===== src/rtl/decouple_fifo.sv =====
// decouple_fifo: valid/ready decoupling FIFO with arbitrary depth, a fill-level
// output, almost-full/almost-empty flags, synchronous flush and an optional
// ready pass-through that lets a full FIFO accept a word in the cycle it drains.
// Pointers wrap explicitly at DEPTH-1. Occupancy is held in a separate count
// register so full and empty never need pointer comparison.
module decouple_fifo #(
   parameter int DIN        = 16,
   parameter int DEPTH      = 2,
   parameter int AFULL      = DEPTH - 1,
   parameter int AEMPTY     = 1,
   parameter bit PASS_READY = 1'b0,
   localparam int CW        = $clog2(DEPTH + 1)
) (
   input  logic           clk,
   input  logic           rst,
   input  logic           flush,
   input  logic           din_valid,
   input  logic [DIN-1:0] din_data,
   output logic           din_ready,
   output logic           dout_valid,
   output logic [DIN-1:0] dout_data,
   input  logic           dout_ready,
   output logic [CW-1:0]  count,
   output logic           almost_full,
   output logic           almost_empty
);

   localparam int            PW       = (DEPTH > 1) ? $clog2(DEPTH) : 1;
   localparam logic [PW-1:0] PTR_LAST = PW'(DEPTH - 1);
   localparam logic [PW-1:0] PTR_ONE  = PW'(1);
   localparam logic [CW-1:0] CNT_FULL = CW'(DEPTH);
   localparam logic [CW-1:0] CNT_ONE  = CW'(1);

   logic [DIN-1:0] mem_q [DEPTH];
   logic [PW-1:0]  wp_q, wp_d;
   logic [PW-1:0]  rp_q, rp_d;
   logic [CW-1:0]  count_q, count_d;
   logic           full, empty;
   logic           wr, rd;

   assign full  = (count_q == CNT_FULL);
   assign empty = (count_q == '0);

   // Ready is held low during reset and flush; pass-through mode adds the
   // combinational dout_ready path so a full FIFO can refill its freed slot.
   assign din_ready  = rst & ~flush & (~full | (PASS_READY & dout_ready));
   assign dout_valid = ~empty & ~flush;
   assign dout_data  = mem_q[rp_q];

   assign wr = din_valid & din_ready & ~flush;
   assign rd = dout_valid & dout_ready & ~flush;

   assign count        = count_q;
   assign almost_full  = (int'(count_q) >= AFULL);
   assign almost_empty = (int'(count_q) <= AEMPTY);

   // Next pointer and occupancy; flush overrides any handshake.
   always_comb begin
      wp_d    = wp_q;
      rp_d    = rp_q;
      count_d = count_q;
      if (flush) begin
         wp_d    = '0;
         rp_d    = '0;
         count_d = '0;
      end else begin
         if (wr) wp_d = (wp_q == PTR_LAST) ? '0 : wp_q + PTR_ONE;
         if (rd) rp_d = (rp_q == PTR_LAST) ? '0 : rp_q + PTR_ONE;
         case ({wr, rd})
            2'b10:   count_d = count_q + CNT_ONE;
            2'b01:   count_d = count_q - CNT_ONE;
            default: count_d = count_q;
         endcase
      end
   end

   // Control state register; reset clears occupancy without a clock edge.
   always_ff @(posedge clk or negedge rst) begin
      if (!rst) begin
         wp_q    <= '0;
         rp_q    <= '0;
         count_q <= '0;
      end else begin
         wp_q    <= wp_d;
         rp_q    <= rp_d;
         count_q <= count_d;
      end
   end

   // Storage array; written only on an accepted word, never reset.
   always_ff @(posedge clk) begin
      if (wr) mem_q[wp_q] <= din_data;
   end

endmodule


===== config.mk =====
export PLATFORM = sky130hd
export DESIGN_NAME = decouple_fifo
export DESIGN_NICKNAME = d
export VERILOG_FILES = /design/src/rtl/decouple_fifo.sv
export SDC_FILE = /design/constraint.sdc
export NUM_CORES = 1
export LEC_CHECK = 0
export CORE_ASPECT_RATIO = 1.5
export CORE_MARGIN = 1.5
export CORE_UTILIZATION = 49
export CTS_CLUSTER_DIAMETER = 50
export DETAILED_ROUTE_END_ITERATION = 6
export GPL_TIMING_DRIVEN = 0
export PLACE_DENSITY = 0.82
export RECOVER_POWER = 100
export SLEW_MARGIN = 20
export SYNTH_ARGS = -nofsm -noshare
export SYNTH_HDL_FRONTEND = slang
export SYNTH_SLANG_ARGS = --single-unit

===== constraint.sdc =====
create_clock -name clk -period 5.8 [get_ports clk]
set_input_delay 1.45 -clock clk [delete_from_list [all_inputs] [get_ports clk]]
set_output_delay 1.45 -clock clk [all_outputs]
set_load 0.05 [all_outputs]

# After elaboration in Yosys (flattened, before gate mapping)
# Memories as Yosys holds them, arrays and structs flattened.
# Index checks and enable logic that the tools add are counted.
# classes
eq_ne	3
n_bitwise	10
n_reduce_logical	4
order_cmp	2
mux	10
addsub	4
# ops
op	count
1-bit two-way mux	8
1-bit AND	7
2-bit equality test (second input constant)	2
2-bit case mux with 2 select lines	1
2-bit nonzero test	2
1-bit NOT	3
3-bit nonzero test	1
1-bit adder (second input constant)	2
2-bit by 1-bit adder with 2-bit output (second input constant)	1
2-bit by 1-bit equality test with 1-bit output (second input constant)	1
2-bit by 1-bit greater-or-equal comparator with 1-bit output (second input constant)	1
2-bit by 1-bit less-or-equal comparator with 1-bit output (second input constant)	1
2-bit logical NOT	1
2-bit two-way mux	1
2-bit by 1-bit subtractor with 2-bit output (second input constant)	1
# totals
n_memories	1
regBits	4
inputBits	21
elab_cells	37
mem_bits_rw	32
# memory_table
name	words	word_bits	rd	rd_clocked_by_memory_dff	wr	line	rtl
mem_q	2	16	1	0	1	34	logic [DIN-1:0] mem_q [DEPTH];

# Longest topological paths before layout
# Gate-level depths: netlist (run 1).
# logic_depth
word_depth	8
ltp_mapped	6
mapped_depth_nobuf	5

# Worst setup path after synthesis (run 1)
# Ideal clock, no wire load.
# synth_path
path_kind	input-to-output
start	input flush
end	output din_ready
path_stages	1
path_buffers	0
setup_slack_ps	1742
t_arrival_ps	2608
path_cell_list	nor3b_1
# synth_via
elab_chain_len	3
# synth_rtl
element	line	rtl
start: declaration	16	input logic flush,
1-bit NOT	46	assign din_ready = rst & ~flush & (~full | (PASS_READY & dout_ready));
1-bit AND (2 in series)	46	
end: declaration	19	output logic din_ready,
# Every way passes these cells.

# Worst setup path after layout (run 1)
# layout_path
start	input rst
end	output din_ready
# layout_via
elab_chain_len	2
# layout_rtl
element	line	rtl
start: declaration	15	input logic rst,
1-bit AND (2 in series)	46	
# Every way passes these cells.

==> impl_metrics.yaml, run 1 <==
grt:
  grt_max_degree: 18
  grtUsageMet2_pct: 26.7
  antenna_found_initial: 0
  gr-usage-met1_pct: 19.0
  gr-usage-all-layers_pct: 16.2
  grt_pass1_wl_mm: 3.69
  grt_remaining_overflow: 0
  grt_busiest_layer: "met2"
  use_met3_pct: 5.68
  grt_pass1_vias: 807
yosys:
  yosysSeqAreaShare_pct: 72.6
  yosysTopAreaCell: "edfxtp_1"
  avgSynthCellArea_um2: 18.0
  syn-cell-area_mm2: 0.00146
  ys_top_cells_by_count: "32 x edfxtp_1, 16 x mux2_2"
  synthMuxAreaShare_pct: 13.7
  synthCells: 81
  synthSimpleGateAreaFrac_pct: 5.31
  synth_top_family_by_area: "multiplexers"
  synth_compound_area_share_pct: 0.599
  synthArstFlopShare_pct: 11.1
  yosysWarnings: 0
  synth_top_area_share_pct: 65.8
  synthFlopType: "edfxtp_1"
  synth_xor_area_share_pct: 2.14
  synth_edf_count: 32
  synthTopCellsByArea: "edfxtp_1 66%, mux2_2 12%, dfrtp_1 6.8%"
  synth_nets: 106
  synth_seq_cells: 36
  synthAdderAreaFrac_pct: 3.42
  synth_most_common_cell: "edfxtp_1"
  synth_cell_types: 18
critical_path:
  crit_fanout: 6
  critPathLaunchType: "input pin"
  end_kind: "primary output"
  cp.required_ps: 4350
  crit_arrival_ps: 3280
  crit_top_cell: "dlygate4sd3_1"
  reg2regPathDepth: 5
  slowest_delay_ps: 920
  timing.rr.start: "count[0]$_DFFE_PN0P_"
  r2r-end: "mem_q[0][3]$_DFFE_PP_"
  crit_chain: "dlygate4sd3_1 > nor3b_1 > dlygate4sd3_1"
  critPathKind: "in -> out"
  cpMaxStageDelayCell: "dlygate4sd3_1"
  rrSetupSlack_ps: 2910
sta:
  hold_violations: 0
  period_needed_ps: 4730
  rsz0062_at_grt: "no"
  timing.slew.headroom_pct: 0.689
  fin_hold_ws_ps: 646
  fmax_ghz: 0.211
  skew_ps: 9.57
  worst_pin_slew_ps: 1490
  tns_ps: 0
  fin_crit_sh_pct: 81.6
  slew_violations: 0
  finalSetupViolCount: 0
floorplan:
  num_rows: 24
  dieHeight_um: 69.9
  die_width_um: 47.6
  core_area_mm2: 0.00288
  die_area_mm2: 0.00333
  start_util_pct: 50.7
  ios: 43
route:
  ant_nets: 0
  viasPerCell: 4.93
  drtPass1Iterations: 4
  wl_per_cell_um: 14.2
  drc: 0
  drt_iter0_markers: 8
  num_vias: 838
  wl_mm: 2.41
status:
  status: "complete, no violations"
pwr:
  irDropWorstVdd_uv: 327
  leakage_nw: 0.728
  clockPowerShare_pct: 19.6
  internal_power_mw: 0.515
  net-switching-power_mw: 0.319
  switching_share_pct: 38.2
  combPwrFrac_pct: 43.0
  seq_power_share_pct: 37.5
  totalPowerFinal_mw: 0.833
  powerDensity_mw_per_mm2: 415
worst_hold_path:
  worstHoldPathType: "reg -> reg"
  hold_depth: 2
  holdCritStartpoint: "count[1]$_DFFE_PN0P_"
  holdPathEnd: "count[1]$_DFFE_PN0P_"
final_layout:
  drive_gt1_share_pct: 19.1
  nNetsFinal: 155
  diodes: 0
  synthToLayoutAreaGrowth_pct: 37.4
  finalInstanceArea_mm2: 0.00201
cts:
  hold_buffers: 0
  htree_levels: 2
  cts_resized: 0
  cts_sinks: 36
  clk_pin_slew_ps: 60
  cts_buffers: 5
  clk_latency_ps: 280
  postCtsSetupBuffers: 0
  cts_tree: "yes"
  clock_path_buffers: 2
  clockRootBuffer: "clkbuf_8"
placed_design:
  place.port_buffers: 42
  place_area_mm2: 0.00193
  gp_congestion: 0.682
  dp_hpwl_mm: 1.70
run:
  maxCapViolCount: 0
==> worst max-delay path: cells and delay by family <==
family | cells | cell delay [ps]
buffers and inverters | 2 | 1590
and+or+nand+nor | 1 | 240
==> stage by stage <==
step	utilization [%]	worst slack (ps)	instances
final	69.7	1070	170
after global routing	69.7	959	170
after CTS	69.9	1170	170
after detailed placement	67.1	1190	162
after global placement	67.0	1260	162
after floorplan	-	1740	81
==> flip-flops by register name (all words and copies together), names as in the netlist <==
register and flops:
mem_q 32, rp_q 1, wp_q 1, count 2
==> power groups by stage <==
stage	clock (mW)	combinational [mW]	sequential (mW)
after CTS	0.168	0.383	0.313
after detailed placement	0	0.380	0.318
after floorplan	0	0.246	0.335
after global placement	0	0.375	0.317
final	0.163	0.358	0.312
after global routing	0.177	0.382	0.315
==> metal layers <==
layer	vias up	wire, um
met4	0	40
li1	398	-
met3	5	128
met5	-	0
met2	26	1350
met1	409	886
==> how the worst max path moves through the flow <==
stage,start,end,slack (ps)
2_1_floorplan,flush,din_ready,1740
3_3_place_gp,rst,din_ready,1260
3_5_place_dp,rst,din_ready,1190
4_1_cts,rst,din_ready,1170
5_1_grt,rst,din_ready,960
6_report,rst,din_ready,1070
==> cell type report <==
cell class	count	area, um^2
repair buffers	42	420
multi-input cells	38	368
flip-flops and latches	36	1060
plain buffers	3	13.8
inverters	4	15.0
well taps	39	48.8
clock buffers	7	76.3
fillers	225	875
clock inverters	1	5.00
==> layout by cell type (no fill, tap or decap), types with 3 or more instances in the layout <==
cell / instances
clkbuf_8: 5
ha_1: 4
mux2_2: 16
clkbuf_1: 3
nor2_1: 4
dfrtp_1: 4
edfxtp_1: 32
dlygate4sd3_1: 40
inv_1: 4
==> kinds of logic (layout without fill, tap and decap cells) <==
kind of cell / Yosys count / after routing
adders and majority gates: 4 / 4
DFF: 36 / 36
xor gates and xnor gates: 2 / 2
muxes: 18 / 18
AOI/OAI and AO/OA: 1 / 1
buffers and inverters: 7 / 57
and+or+nand+nor: 13 / 13
Power figures use the tool's default switching activity.
==> run 2: changes to the inputs <==
CORE_UTILIZATION = 41   (was 49)
PLACE_DENSITY = 0.74   (was 0.82)
clock period = 3.8 ns   (was 5.8 ns; I/O delays follow)
==> run 2 against run 1 <==
Non-clock buffer count is 1 higher. Final cell count rose by 2.4%. Combinational power up 53%. Worst hold slack improved by 7.3 ps. Core utilization fell by 11 points. Clock power increased by 49%. Register-to-register slack worse by 1800 ps. Routed wire length is 0.54% higher. Sequential power increased by 53%. Sequential cell count stayed put. Critical path type unchanged. Critical endpoint unchanged.
==> impl_metrics.yaml, run 2 (synthesis results as in run 1) <==
critical_path:
  critPathKind: "in -> out"
  crit_arrival_ps: 2690
  slowest_delay_ps: 830
  critPathBufInv: 2
  cpMaxStageDelayCell: "clkdlybuf4s50_1"
  critPathLaunchType: "input pin"
  critical-path-top-delay-family: "buffers and inverters"
  end_kind: "primary output"
  crit_fanout: 6
  cp.required_ps: 2850
  crit_chain: "dlygate4sd3_1 > nor3b_1 > clkdlybuf4s50_1"
sta:
  rsz0062_at_grt: "no"
  period_needed_ps: 3640
  worst_pin_slew_ps: 1100
  timing.slew.headroom_pct: 26.9
  fin_hold_ws_ps: 653
  fmax_ghz: 0.274
  tns_ps: 0
  finalSetupViolCount: 0
  hold_violations: 0
  fin_crit_sh_pct: 95.9
  skew_ps: 2.84
  slew_violations: 0
pwr:
  leakage_nw: 0.724
  irDropWorstVdd_uv: 582
  totalPowerFinal_mw: 1.27
  powerDensity_mw_per_mm2: 628
status:
  status: "complete, no violations"
cts:
  cts_resized: 0
  clockRootBuffer: "clkbuf_8"
  hold_buffers: 0
  clk_pin_slew_ps: 60
  postCtsSetupBuffers: 0
  clk_latency_ps: 280
  cts_sinks: 36
  cts_buffers: 5
  htree_levels: 2
  cts_tree: "yes"
  clock_path_buffers: 2
final_layout:
  nNetsFinal: 156
  largest_reg_flops: 32
  synthToLayoutAreaGrowth_pct: 37.8
  final_cell_mix: "39 x dlygate4sd3_1, 32 x edfxtp_1, 16 x mux2_2, 5 x clkbuf_8"
  final_common_cell: "dlygate4sd3_1"
  drive_gt1_share_pct: 18.2
  multiInputGateArea_um2: 368
  diodes: 0
  nFillCells: 285
  max_flop_register: "mem_q"
  final-seq-area_mm2: 0.00106
grt:
  gr-usage-all-layers_pct: 14.4
  grt_pass1_wl_mm: 4.03
  antenna_found_initial: 0
  grt_pass1_vias: 857
  grt_max_degree: 17
  grt_remaining_overflow: 0
run:
  maxCapViolCount: 0
floorplan:
  die_area_mm2: 0.00394
  start_util_pct: 42.8
  die_width_um: 51.7
  ios: 43
  dieHeight_um: 76.1
  num_rows: 26
  core_area_mm2: 0.00342
route:
  ant_nets: 0
  drc: 0
  wl_per_cell_um: 13.9
  num_vias: 836
  wl_mm: 2.42
  drt_iter0_markers: 20
  viasPerCell: 4.80
  drtPass1Iterations: 4
placed_design:
  dp_hpwl_mm: 1.73
  place.port_buffers: 42
  gp_congestion: 0.680
worst_hold_path:
  worstHoldPathType: "reg -> reg"
## run 2: stage by stage
stage	std cells	util, %	cell area [um^2]	worst slack, ps
floorplan	81	-	1460	667
global placement	165	56.6	1930	222
detailed placement	166	57.1	1950	223
CTS	174	59.5	2030	204
global route	174	59.0	2010	81.4
finish	174	59.0	2010	157
## run 2: report_power, final
part           switching, mW  internal [mW]  total (mW)
combinational          0.351          0.196       0.547
clock                  0.116          0.127       0.243
sequential            0.0153          0.461       0.476
total                  0.482          0.784        1.27
## run 2: cell type report
class | count | share of cell area (%)
Sequential cell | 36 | 52.7
Timing Repair Buffer | 43 | 21.1
Multi-Input combinational cell | 38 | 18.3
Clock buffer | 7 | 3.79
Tap cell | 42 | 2.61
Inverter | 4 | 0.745
Buffer | 3 | 0.683
Clock inverter | 1 | 0.186
## run 2: worst paths after layout
kind                       slack [ps]  depth (start not counted)                 start                endpoint
max reg2reg                      1100                          6  count[0]$_DFFE_PN0P_   mem_q[0][1]$_DFFE_PP_
min in group asynchronous         970                          1                   rst    count[0]$_DFFE_PN0P_
min                               650                          1      wp_q$_DFFE_PN0P_  mem_q[0][12]$_DFFE_PP_
max                               160                          3                   rst               din_ready
min reg2reg                       650                          1      wp_q$_DFFE_PN0P_  mem_q[0][12]$_DFFE_PP_
max in group asynchronous        2620                          1                   rst        rp_q$_DFFE_PN0P_
## run 2: per-layer routing
layer	track usage, %	share of wire (%)
met5	0	0
met2	24.2	54
met1	15.5	38
met3	4.31	5.6
met4	7.89	2.4
